[src/rtl/imem_dmem_arbiter_pkg.sv]
// Shared types for the unified-memory arbiter: memory command encoding,
// arbiter states and the word-alignment helper.
package imem_dmem_arbiter_pkg;

  localparam int unsigned XLEN = 32;

  typedef enum logic [1:0] {
    MEM_NONE  = 2'b00,
    MEM_LOAD  = 2'b01,
    MEM_STORE = 2'b10
  } mem_cmd_t;

  typedef enum logic [1:0] {
    IDLE    = 2'b00,
    BUSY_IF = 2'b01,
    BUSY_DM = 2'b10
  } arb_state_t;

  function automatic logic [XLEN-1:0] word_align(input logic [XLEN-1:0] addr);
    return addr & 32'hFFFF_FFFC;
  endfunction

endpackage

[src/rtl/imem_dmem_arbiter_mem_lat_counter.sv]
// Load/decrement down counter that times one memory access; zero_c marks the
// completion cycle.
module imem_dmem_arbiter_mem_lat_counter #(
  parameter int unsigned WIDTH = 2
) (
  input  logic             clk,
  input  logic             rst_n,
  input  logic             load,
  input  logic             dec,
  input  logic [WIDTH-1:0] load_val,
  output logic             zero_c
);

  logic [WIDTH-1:0] cnt_q;
  logic [WIDTH-1:0] cnt_d;

  always_comb begin
    cnt_d = cnt_q;
    if (load) begin
      cnt_d = load_val;
    end else if (dec && (cnt_q != '0)) begin
      cnt_d = cnt_q - WIDTH'(1);
    end
  end

  always_ff @(posedge clk or negedge rst_n) begin
    if (!rst_n) begin
      cnt_q <= '0;
    end else begin
      cnt_q <= cnt_d;
    end
  end

  assign zero_c = (cnt_q == '0);

endmodule

[src/rtl/imem_dmem_arbiter.sv]
// Arbitrates the single-ported unified memory between instruction fetch and
// data load/store, sequencing a fixed access latency and driving stall flags.
module imem_dmem_arbiter
  import imem_dmem_arbiter_pkg::*;
#(
  parameter int unsigned MEM_LATENCY = 2,
  parameter int unsigned STARVE_MAX  = 4
) (
  input  logic            clk,
  input  logic            rst_n,
  input  logic            if_req,
  input  logic [XLEN-1:0] if_addr,
  input  logic            if_flush,
  output logic [XLEN-1:0] if_rdata,
  output logic            if_rvalid,
  output logic            if_stall,
  input  logic            dm_req,
  input  logic            dm_we,
  input  logic [XLEN-1:0] dm_addr,
  input  logic [XLEN-1:0] dm_wdata,
  output logic [XLEN-1:0] dm_rdata,
  output logic            dm_rvalid,
  output logic            dm_stall,
  output logic [1:0]      mem_cmd,
  output logic [XLEN-1:0] mem_addr,
  output logic [XLEN-1:0] mem_wdata,
  input  logic [XLEN-1:0] mem_rdata
);

  localparam int unsigned CNT_W    = $clog2(MEM_LATENCY + 1);
  localparam int unsigned STARVE_W = $clog2(STARVE_MAX + 1);
  localparam logic [CNT_W-1:0]    LAT_LOAD   = CNT_W'(MEM_LATENCY - 1);
  localparam logic [STARVE_W-1:0] STARVE_TOP = STARVE_W'(STARVE_MAX);

  arb_state_t          state_q, state_d;
  logic [STARVE_W-1:0] starve_q, starve_d;
  logic                flushed_q, flushed_d;
  logic                grant_if, grant_dm, fetch_live, cnt_zero_c;

  imem_dmem_arbiter_mem_lat_counter #(.WIDTH(CNT_W)) u_lat_cnt (
    .clk      (clk),
    .rst_n    (rst_n),
    .load     (grant_if | grant_dm),
    .dec      ((state_q != IDLE) & ~cnt_zero_c),
    .load_val (LAT_LOAD),
    .zero_c   (cnt_zero_c)
  );

  // Grant decision, memory command drive and completion handling
  always_comb begin
    state_d    = state_q;
    starve_d   = starve_q;
    flushed_d  = flushed_q;
    grant_if   = 1'b0;
    grant_dm   = 1'b0;
    mem_cmd    = MEM_NONE;
    mem_addr   = '0;
    mem_wdata  = '0;
    if_rvalid  = 1'b0;
    if_rdata   = '0;
    dm_rvalid  = 1'b0;
    dm_rdata   = '0;
    fetch_live = if_req & ~if_flush;

    case (state_q)
      IDLE: begin
        if (rst_n) begin
          if (dm_req && !(fetch_live && (starve_q == STARVE_TOP))) begin
            grant_dm = 1'b1;
          end else if (fetch_live) begin
            grant_if = 1'b1;
          end
        end
      end
      BUSY_IF: begin
        if (if_flush) begin
          flushed_d = 1'b1;
        end
        // A fetch flushed while in flight still occupies the memory but never reports
        if (cnt_zero_c) begin
          if_rvalid = ~flushed_q & ~if_flush;
          if_rdata  = if_rvalid ? mem_rdata : '0;
          flushed_d = 1'b0;
          state_d   = IDLE;
        end
      end
      BUSY_DM: begin
        if (cnt_zero_c) begin
          dm_rvalid = 1'b1;
          dm_rdata  = mem_rdata;
          state_d   = IDLE;
        end
      end
      default: state_d = IDLE;
    endcase

    if (grant_dm) begin
      mem_cmd   = dm_we ? MEM_STORE : MEM_LOAD;
      mem_addr  = word_align(dm_addr);
      mem_wdata = dm_we ? dm_wdata : '0;
      state_d   = BUSY_DM;
      if (fetch_live && (starve_q != STARVE_TOP)) begin
        starve_d = starve_q + STARVE_W'(1);
      end
    end else if (grant_if) begin
      mem_cmd   = MEM_LOAD;
      mem_addr  = word_align(if_addr);
      state_d   = BUSY_IF;
      starve_d  = '0;
      flushed_d = 1'b0;
    end
  end

  assign if_stall = rst_n & if_req & ~if_rvalid;
  assign dm_stall = rst_n & dm_req & ~dm_rvalid;

  always_ff @(posedge clk or negedge rst_n) begin
    if (!rst_n) begin
      state_q   <= IDLE;
      starve_q  <= '0;
      flushed_q <= 1'b0;
    end else begin
      state_q   <= state_d;
      starve_q  <= starve_d;
      flushed_q <= flushed_d;
    end
  end

endmodule

[config.mk]
export PLATFORM = sky130hd
export DESIGN_NAME = imem_dmem_arbiter
export DESIGN_NICKNAME = d
export VERILOG_FILES = /design/src/rtl/imem_dmem_arbiter_pkg.sv /design/src/rtl/imem_dmem_arbiter_mem_lat_counter.sv /design/src/rtl/imem_dmem_arbiter.sv
export SDC_FILE = /design/constraint.sdc
export NUM_CORES = 1
export LEC_CHECK = 0
export BUFFER_PORTS_ARGS = -buffer_cell sky130_fd_sc_hd__clkbuf_2
export CAP_MARGIN = 20
export CORE_AREA = 5 5 101 103
export DETAILED_ROUTE_END_ITERATION = 6
export DIE_AREA = 0 0 106 108
export GPL_ROUTABILITY_DRIVEN = 0
export RECOVER_POWER = 25
export SLEW_MARGIN = 20
export SYNTH_ARGS = -nofsm -noshare
export SYNTH_HDL_FRONTEND = slang
export SYNTH_SLANG_ARGS = --single-unit
[constraint.sdc]
create_clock -name clk -period 5.2 [get_ports clk]
set_input_delay 1.04 -clock clk [delete_from_list [all_inputs] [get_ports clk]]
set_output_delay 1.04 -clock clk [all_outputs]
set_load 0.02 [all_outputs]
======== Word-level counts from Yosys, hierarchy flattened ========
Cells that the tools add are included.
W data, S select, Z words.
word-level totals
  bits in registers ....................... 8
  bits of input ports ..................... 134
  output and inout port bits .............. 134
operators by class
  add/sub/neg operators ................... 2
  equal/unequal tests ..................... 7
  muxes and demuxes ....................... 37
  bitwise gates (word level) .............. 13
  reductions and logical operators ........ 14
operators by type and width
  operator               count
  $mux W32               9
  $mux W1                17
  $mux W2                7
  $mux W3                3
  $reduce_bool A2 Y1     4
  $and A1 B1 Y1          7
  $ne A3 B3 Y1 const B   2
  $not A1 Y1             5
  $logic_and A1 B1 Y1    4
  $logic_not A2 Y1       2
  $ne A4 B1 Y1 const B   1
  $pmux W2 S2            1
  $reduce_and A2 Y1      2
  $add A3 B1 Y3 const B  1
  $eq A3 B3 Y1 const B   1
  $eq A2 B1 Y1 const B   1
  $eq A2 B2 Y1 const B   1
  $ne A2 B1 Y1 const B   1
  $reduce_or A2 Y1       1
  $sub A2 B1 Y2 const B  1
  $logic_not A1 Y1       1
  $or A1 B1 Y1           1

======== Logic depth before layout (Yosys ltp) ========
Gate-level depths: netlist of the first run.
  word-level depth ........................ 10
  mapped depth ............................ 8
  mapped depth without buffers ............ 5

======== Cells and area by module ========
Synthesis of the first run repeated with hierarchy kept, for this count alone.
second synthesis, totals
  cell total of the unflattened synthesis .. 290
  area total of the unflattened synthesis .. 1926.8 sq um
by module, submodules not included
  module                             times used  cells each  area each (sq um)  sequential area each (sq um)
  imem_dmem_arbiter                  1           277         1795.5             150.1
  imem_dmem_arbiter_mem_lat_counter  1           13          131.4              50.0

======== Worst setup path before layout of the first run ========
Ideal clock, no wire load.
  path kind ............................... in2out
  start ................................... input port if_flush
  end ..................................... output port mem_addr[10]
  data arrival time ....................... 2.079 ns
  slack ................................... 2.081 ns
  stages on the path ...................... 4
  path buffers ............................ 1
  path through ............................ nand4b_2 > nand2_2 > buf_4 > mux2i_1
on the way
  word-level cells in the longest chain between the ends .. 10
ends and longest elaborated chain
  element              line                      source
  from (decl)          imem_dmem_arbiter.sv:13   input logic if_flush,
  $not A1 Y1 *         imem_dmem_arbiter.sv:63   fetch_live = if_req & ~if_flush;
  $and A1 B1 Y1 *      imem_dmem_arbiter.sv:63
  $logic_and A1 B1 Y1  imem_dmem_arbiter.sv:68   if (dm_req && !(fetch_live && (starve_q == STARVE_TOP))) begin
  $logic_not A1 Y1     imem_dmem_arbiter.sv:68
  $logic_and A1 B1 Y1  imem_dmem_arbiter.sv:68
  $mux W1              imem_dmem_arbiter.sv:68
  $mux W1              imem_dmem_arbiter.sv:67   if (rst_n) begin
  $mux W1              imem_dmem_arbiter.sv:65   case (state_q)
  $mux W32             imem_dmem_arbiter.sv:105  end else if (grant_if) begin
  $mux W32 *           imem_dmem_arbiter.sv:97   if (grant_dm) begin
  to (decl)            imem_dmem_arbiter.sv:25   output logic [XLEN-1:0] mem_addr,
Mark *: on every way between the ends. The rest lies on a longest branch, timed or not.

======== Worst setup path in the final report of the first run ========
  start ................................... input port rst_n
  end ..................................... output port mem_addr[25]
on the way
  word-level cells in the longest chain between the ends .. 4
ends and longest elaborated chain
  element      line                      source
  from (decl)  imem_dmem_arbiter.sv:10   input logic rst_n,
  $mux W1      imem_dmem_arbiter.sv:67
  $mux W1      imem_dmem_arbiter.sv:65
  $mux W32     imem_dmem_arbiter.sv:105
  $mux W32 *   imem_dmem_arbiter.sv:97
Marks and branches as above.

==> results of run 1 <==
-- per-stage QoR --
step,cells,util,power (mW),setup WS (ps)
finish,633,0.3521,0.7703,1058
floorplan,282,-,0.5236,2081
detailed placement,630,0.3507,0.7092,1278
global route,633,0.3521,0.8460,787.6
CTS,633,0.3552,0.7869,1265
global placement,630,0.3507,0.6957,1347
-- power by group through the flow --
stage	clock (mW)	sequential [mW]	combinational [mW]
3_5_place_dp	0	0.111	0.598
2_1_floorplan	0	0.106	0.418
5_1_grt	0.0808	0.115	0.650
4_1_cts	0.0771	0.110	0.600
3_3_place_gp	0	0.109	0.587
6_report	0.0739	0.110	0.586
-- sequential cells by signal (all words and copies together), names as in the netlist --
| signal | count |
|---|---|
| starve_q | 3 |
| state_q | 2 |
| u_lat_cnt.cnt_q | 2 |
| flushed_q | 1 |
-- worst max path at each step --
| stage | to | slack, ps | depth (start not counted) |
|---|---|---|---|
| after detailed placement | mem_addr[25] | 1280 | 6 |
| after global routing | mem_addr[26] | 790 | 6 |
| after global placement | mem_addr[25] | 1350 | 6 |
| final | mem_addr[25] | 1060 | 6 |
| after CTS | mem_addr[25] | 1260 | 6 |
| after floorplan | mem_addr[10] | 2080 | 4 |
-- layout make-up --
type,count,area share
Clock buffer,3,0.01288
Inverter,6,0.007023
Multi-Input combinational cell,240,0.4666
Sequential cell,8,0.06243
Tap cell,111,0.04331
Timing Repair Buffer,265,0.4077
-- worst register-to-register path: cells and delay by family, from the launching register on --
family          cells  cell delay (ps)
fa+ha+maj           1              320
buf+inv             2              450
simple gates        2              760
compound gates      1              150
flops               1              410
-- cells by family after synthesis --
logic type / synth area share
AND/OR/NAND/NOR: 0.5411
buffers and inverters: 0.1028
multiplexers: 0.1592
AO/OA/AOI/OAI: 0.04908
flip-flops: 0.1061
adder cells (fa/ha/maj): 0.03979
other: 0.001987
-- placed cells by master, fill, tap and decap left out, drive strengths merged, types with 3 or more instances in the layout --
| cell | count |
|---|---|
| o21ai | 5 |
| clkbuf | 265 |
| nor2 | 4 |
| mux2i | 30 |
| dfrtp | 8 |
| nand2 | 68 |
| and3 | 32 |
| inv | 6 |
| and2 | 68 |
| buf | 3 |
| ha | 6 |
-- metal layers --
layer / share of wire / vias up
met4: 0.016 / 0
met1: 0.38 / 1205
met3: 0.076 / 11
met5: 0 / -
met2: 0.52 / 120
li1: - / 1403
==> impl_results.md, run 1 <==
* RR Endpoint: starve_q[2]
* Synth top area cells: and2_1 (23%), mux2i_1 (16%), nand2_1 (13%)
* CTS tree: yes
* Initial Util at 0.2071
* Avg Cell Area, Syn at 6.715 um^2
* Least-Margin Pin Slew at 1056 ps
* Die Y at 108 um
* Endpoints failing hold at 0
* Hold depth at 1
* Min-delay src: starve_q[2]
* Final period util at 0.7966
* Crit path largest cell delay at between 700 and 800 ps
* CTS Buffer Depth at 2
* CTS Sinks at 8
* Clock transition at path regs at roughly 40 ps
* Share of synthesized registers carrying an async set or reset at 1.000
* DRC Markers at 0
* Design Area, Final at 3207 um^2
* Vias in the first global route at 2493
* # hold bufs at CTS at 0
* Largest net degree at the start of global routing at 39
* H-Tree Depth at 1
* Slew margin rel. at 0.2957
* Clock Skew at 3.116 ps
* Chip Width at 106 um
* Cell Area, Synth at approximately 1900 um^2
* CP startpoint: rst_n
* All-Layer GR Usage at 0.1363
* Crit-path cells: clkbuf_1 -> and4b_1 -> buf_4 -> nand2_1 -> mux2i_1 -> clkbuf_2
* Antenna violations before repair at 0
* Post-DRT Antenna Nets at 0
* Leakage power at 2.008 nW
* Worst path arrival time at 3100 ps
* First-pass iteration count of the detailed router at 4
* GR Layer Usage met2 at 0.2555
* #FFs+latches synth at 8
* RSZ-0062 raised after global routing: no
* Final min period at about 4100 ps
* First-pass GRT wire length at 12.92 mm
* PwrDens at between 200 and 250 nW/um^2
* Top Usage Layer GRT: met2
* Clock power frac at 0.096
* Layout Nets at ~660
* Number of setup buffers added after CTS at 0
* Vias at approximately 2700
* Critical-path maximum fanout at 22
* Reg2Reg Setup Slack at about 3000 ps
* Max-cap violations at 0
* Top cells by count, synth: and2_1 (68), nand2_1 (67), and3_1 (32), mux2i_1 (30), clkbuf_1 (13)
* Slowest CP cell: and4b_1
* Core Rows at 35
* Area post-placement at 3194 um^2
* Count leader, synth: and2_1
* HP Class: register to register
* Top cell type's share of synthesized area at 0.2255
* Number of enable flip-flop cells after synthesis at 0
* Crit path kind: input pin to output port
* Io pins at 268
* Routed wire length at 8.982 mm
* CTS Buf Count at 3
* Seq pwr share at 0.143
* Internal at 351.0 uW
* Top delay family on crit path: buffers and inverters
* GR Util met3 at 0.02388
* Congestion Overflow GR at 0
* Element type at the critical path end: output port
* Max VDD drop at ~95 uV
* TNS Setup at 0 ps
* Yosys cell types at 34
* PortBufs at 261
* Root buffer cell: clkbuf_8
* Antenna cells at 0
* Post-synth top flop: dfrtp_1
* Setup violators final at 0
* Dpl hpwl at ~7.5 mm
* Routing usage on met1 at 0.1632
* CP bufs+invs at 3
* Net Sw Frac at 0.5444
* Fill cells at 993
* Die ar. at 11450 um^2
* Vias per cell at 4.327
* Share of layout cells above drive strength 1 at 0.4808
* Syn-to-layout area delta at 69.96%
* Cell taking the most area after synthesis: and2_1
* Fmax at 241.4 MHz
* Switch Pwr at about 420 uW
* Post-CTS sizing at 0
* Worst Hold End: starve_q[2]
* Syn Inst Count at 281
* Max-slew violation count at 0
* Reg2reg start: state_q[0]
* Synth warnings at 0
* Flip-flop and latch area at between 200 and 250 um^2
* Skew-Pair Late Insertion Delay at 230 ps
* Logic pwr share at 0.761
* Status: finished, final reports clean
* CP startpoint kind: input pin
* Hold WS at approximately 510 ps
* Area of the multi-input gates at between 1000 and 1500 um^2
* 1st-iter DRT viols at 185
* Post-synthesis sequential area ratio at 0.1061
* Routed len/inst at 14.19 um
* Reg2reg path depth at 6
* Placeable Area at approximately 9000 um^2
* Critical Path RT at around 4200 ps
Power figures use the tool's default switching activity.
==> run 2, diff against run 1 <==
ABC_AREA = 1   (was default)
CORE_AREA = 5 5 102 104   (was 5 5 101 103)
DIE_AREA = 0 0 107 109   (was 0 0 106 108)
clock period = 3.6 ns   (was 5.2 ns; I/O delays follow)
==> impl_results.md, run 2 <==
* Routed len/inst at 10.51 um (-26%)
* DRC Markers at 0 (unchanged)
* Commonest non-fill, non-tap cell in the layout: clkbuf_2
* Slowest CP cell: clkbuf_1
* CTS tree: yes
* Yosys cell types at 24 (-29%)
* Worst path arrival time at 2270 ps (-830 ps)
* Post-DRT Antenna Nets at 0 (unchanged)
* Synth top area cells: nand2_1 (32%), nor2_1 (23%), dfrtp_1 (12%)
* Number of enable flip-flop cells after synthesis at 0 (unchanged)
* Syn Inst Count at 348 (+24%)
* HP Class: input pin to asynchronous set/reset pin
* Element type at the critical path end: output port
* Vias at 2775 (+1.3%)
* Cell taking the most area after synthesis: nand2_1
* Skew-Pair Late Insertion Delay at 230 ps (about the same)
* Net Sw Frac at 0.5446 (about the same)
* Avg Cell Area, Syn at 4.775 um^2 (-29%)
* Placed Cells at 705 (+12%)
* Largest Register: starve_q
* Routed wire length at 7.439 mm (-17%)
* Leakage power at 2.120 nW (+5.6%)
* Die ar. at 11660 um^2 (+1.9%)
* Switch Pwr at 533.4 uW (+27%)
* Antenna cells at 0 (unchanged)
* Slew margin rel. at 0.5616 (+0.2658)
* Clock Skew at 1.439 ps (-1.677 ps)
* Max reg flops at 3 (unchanged)
* TNS Setup at 0 ps (unchanged)
* CTS Sinks at 8 (unchanged)
* Root buffer cell: clkbuf_8
* Post-synth top flop: dfrtp_1
* Initial Util at 0.1757 (-0.03148)
* CTS Buf Count at 3 (unchanged)
* Cell Area, Synth at 1662 um^2 (-12%)
* Status: finished, final reports clean
* PwrDens at 326.8 nW/um^2 (+36%)
* Critical Path Most Common Cell: nand2_1
* First-pass GRT wire length at 10.96 mm (-15%)
* Fill cells at 1093 (+10%)
* Least-Margin Pin Slew at 657.6 ps (-398.8 ps)
* Commonest cells after routing, fill and taps aside: clkbuf_2 (240), nand2_1 (142), nor2_1 (102)
* Chip Width at 107 um (+0.94%)
* Final Non-Filler Cells at 708 (+12%)
* Area of the multi-input gates at 1120 um^2 (-25%)
* Endpoints failing hold at 0 (unchanged)
* Layout Nets at 736 (+11%)
* PortBufs at 261 (unchanged)
* Clock transition at path regs at 40 ps (about the same)
* Placeable Area at 9459 um^2 (+3.8%)
* Critical-path maximum fanout at 32 (+45%)
* Reg2Reg Setup Slack at 1790 ps (-1240 ps)
* # hold bufs at CTS at 0 (unchanged)
* Congestion Overflow GR at 0 (unchanged)
* Setup violators final at 0 (unchanged)
* Crit path kind: input pin to output port
* Final period util at 0.8307
* Logic pwr share at 0.733 (-0.028)
* Synth warnings at 0 (unchanged)
* Top cell type's share of synthesized area at 0.3208 (+0.09532)
* Number of setup buffers added after CTS at 0 (unchanged)
* Max-slew violation count at 0 (unchanged)
* Final min period at between 2000 and 3000 ps
* Antenna violations before repair at 0 (unchanged)
* Flip-flop and latch area at 200.2 um^2 (unchanged)
* CP startpoint kind: input pin
* Seq pwr share at 0.157 (+0.014)
* Syn-to-layout area delta at 80.35%
* Io pins at 268 (unchanged)
* Largest registers: starve_q: 3 flops, state_q: 2 flops, u_lat_cnt.cnt_q: 2 flops
* CTS Buffer Depth at 2 (unchanged)
* First-pass iteration count of the detailed router at 4 (unchanged)
* Critical Path RT at 2880 ps (-1280 ps)
* Vias per cell at 3.919 (-9.4%)
* Fmax at 334.4 MHz
* Largest net degree at the start of global routing at 39 (unchanged)
* Core Rows at 36 (+2.9%)
* Count leader, synth: nand2_1
* #FFs+latches synth at 8 (unchanged)
* Max-cap violations at 0 (unchanged)
* Share of layout cells above drive strength 1 at 0.4327 (-0.04818)
* 1st-iter DRT viols at 100 (-46%)
* Vias in the first global route at 2461 (-1.3%)
* Dpl hpwl at 6.524 mm (-13%)
* RR Endpoint: starve_q[1]
* Top cells by count, synth: nand2_1 (142), nor2_1 (102), inv_1 (45), dfrtp_1 (8)
* Post-synthesis sequential area ratio at 0.1205 (+0.01438)
* Post-CTS sizing at 0 (unchanged)
* H-Tree Depth at 1 (unchanged)
* Die Y at 109 um (+0.93%)
* RSZ-0062 raised after global routing: no
* Reg2reg path depth at 9 (+3)
* Share of synthesized registers carrying an async set or reset at 1.000 (unchanged)
* Max VDD drop at 132.1 uV (+38%)
* All-Layer GR Usage at 0.1108 (-0.02551)
* Reg2reg start: state_q[1]
* Clock power frac at 0.111 (+0.015)
* Crit path largest cell delay at 430 ps (-300 ps)
* Internal at 446.0 uW (+27%)
* Crit-path cells: clkbuf_1 -> nand2_1 -> inv_1 -> nand3_2 -> inv_2 -> nand2_1 -> nand2_1 -> clkbuf_2
## run 2: cell count changes after synthesis, moves of 4 or more
| cell | change |
|---|---|
| and3_1 | -32 |
| nand2_1 | +75 |
| clkbuf_1 | -7 |
| nor2_1 | +98 |
| mux2i_1 | -30 |
| inv_1 | +39 |
| inv_2 | +4 |
| and2_1 | -68 |
## run 2: kinds of logic after synthesis
kind of cell | synth area share
other cells | 0.002257
fa+ha+maj | 0.04518
flops | 0.1205
compound gates | 0.02635
simple gates | 0.5926
buf+inv | 0.2078
xor+xnor | 0.005272
## run 2: stage by stage
| stage | total power [mW] | area (um^2) | setup WS (ps) | util | hold WS (ps) |
|---|---|---|---|---|---|
| 2_1_floorplan | 0.6533 | 1665 | 1228 | - | 424.4 |
| 3_3_place_gp | 0.8901 | 2982 | 786.9 | 0.3152 | 448.5 |
| 3_5_place_dp | 0.8886 | 2982 | 812.0 | 0.3152 | 452.9 |
| 4_1_cts | 0.9998 | 3023 | 810.1 | 0.3196 | 364.8 |
| 5_1_grt | 1.079 | 2997 | 360.2 | 0.3168 | 463.1 |
| 6_report | 0.9794 | 2997 | 609.5 | 0.3168 | 455.6 |
## run 2: how the worst max path moves through the flow
stage / cells after the start / startpoint / endpoint
final: 8 / rst_n / mem_addr[31]
after global routing: 8 / rst_n / mem_addr[4]
after CTS: 8 / rst_n / mem_addr[31]
after detailed placement: 8 / rst_n / mem_addr[31]
after global placement: 8 / rst_n / mem_addr[31]
after floorplan: 6 / if_flush / if_rdata[10]
## run 2: power by group through the flow
stage	sequential, mW	clock [mW]	combinational, mW
6_report	0.153	0.108	0.718
5_1_grt	0.157	0.116	0.806
4_1_cts	0.153	0.109	0.738
3_5_place_dp	0.154	0	0.735
3_3_place_gp	0.154	0	0.737
2_1_floorplan	0.148	0	0.505
## run 2: metal layers
layer / routed length (um) / GRT usage / part of all wire / vias to the layer above
met2: 3740 / 0.2203 / 0.50 / 160
li1: - / - / - / 1485
met5: 0 / 0 / 0 / -
met4: 47 / 0.01918 / 0.0063 / 0
met3: 945 / 0.02664 / 0.13 / 5
met1: 2706 / 0.1194 / 0.36 / 1125
## run 2: final cells by class
cell class	count	share of cell area
Multi-Input combinational cell	269	0.3737
Inverter	50	0.06347
Clock buffer	3	0.01378
Tap cell	114	0.04760
Timing Repair Buffer	264	0.4347
Sequential cell	8	0.06681
## run 2: critical path: cells and delay by family
family | cells | cell delay, ps
simple gates | 4 | 400
buf+inv | 4 | 1120
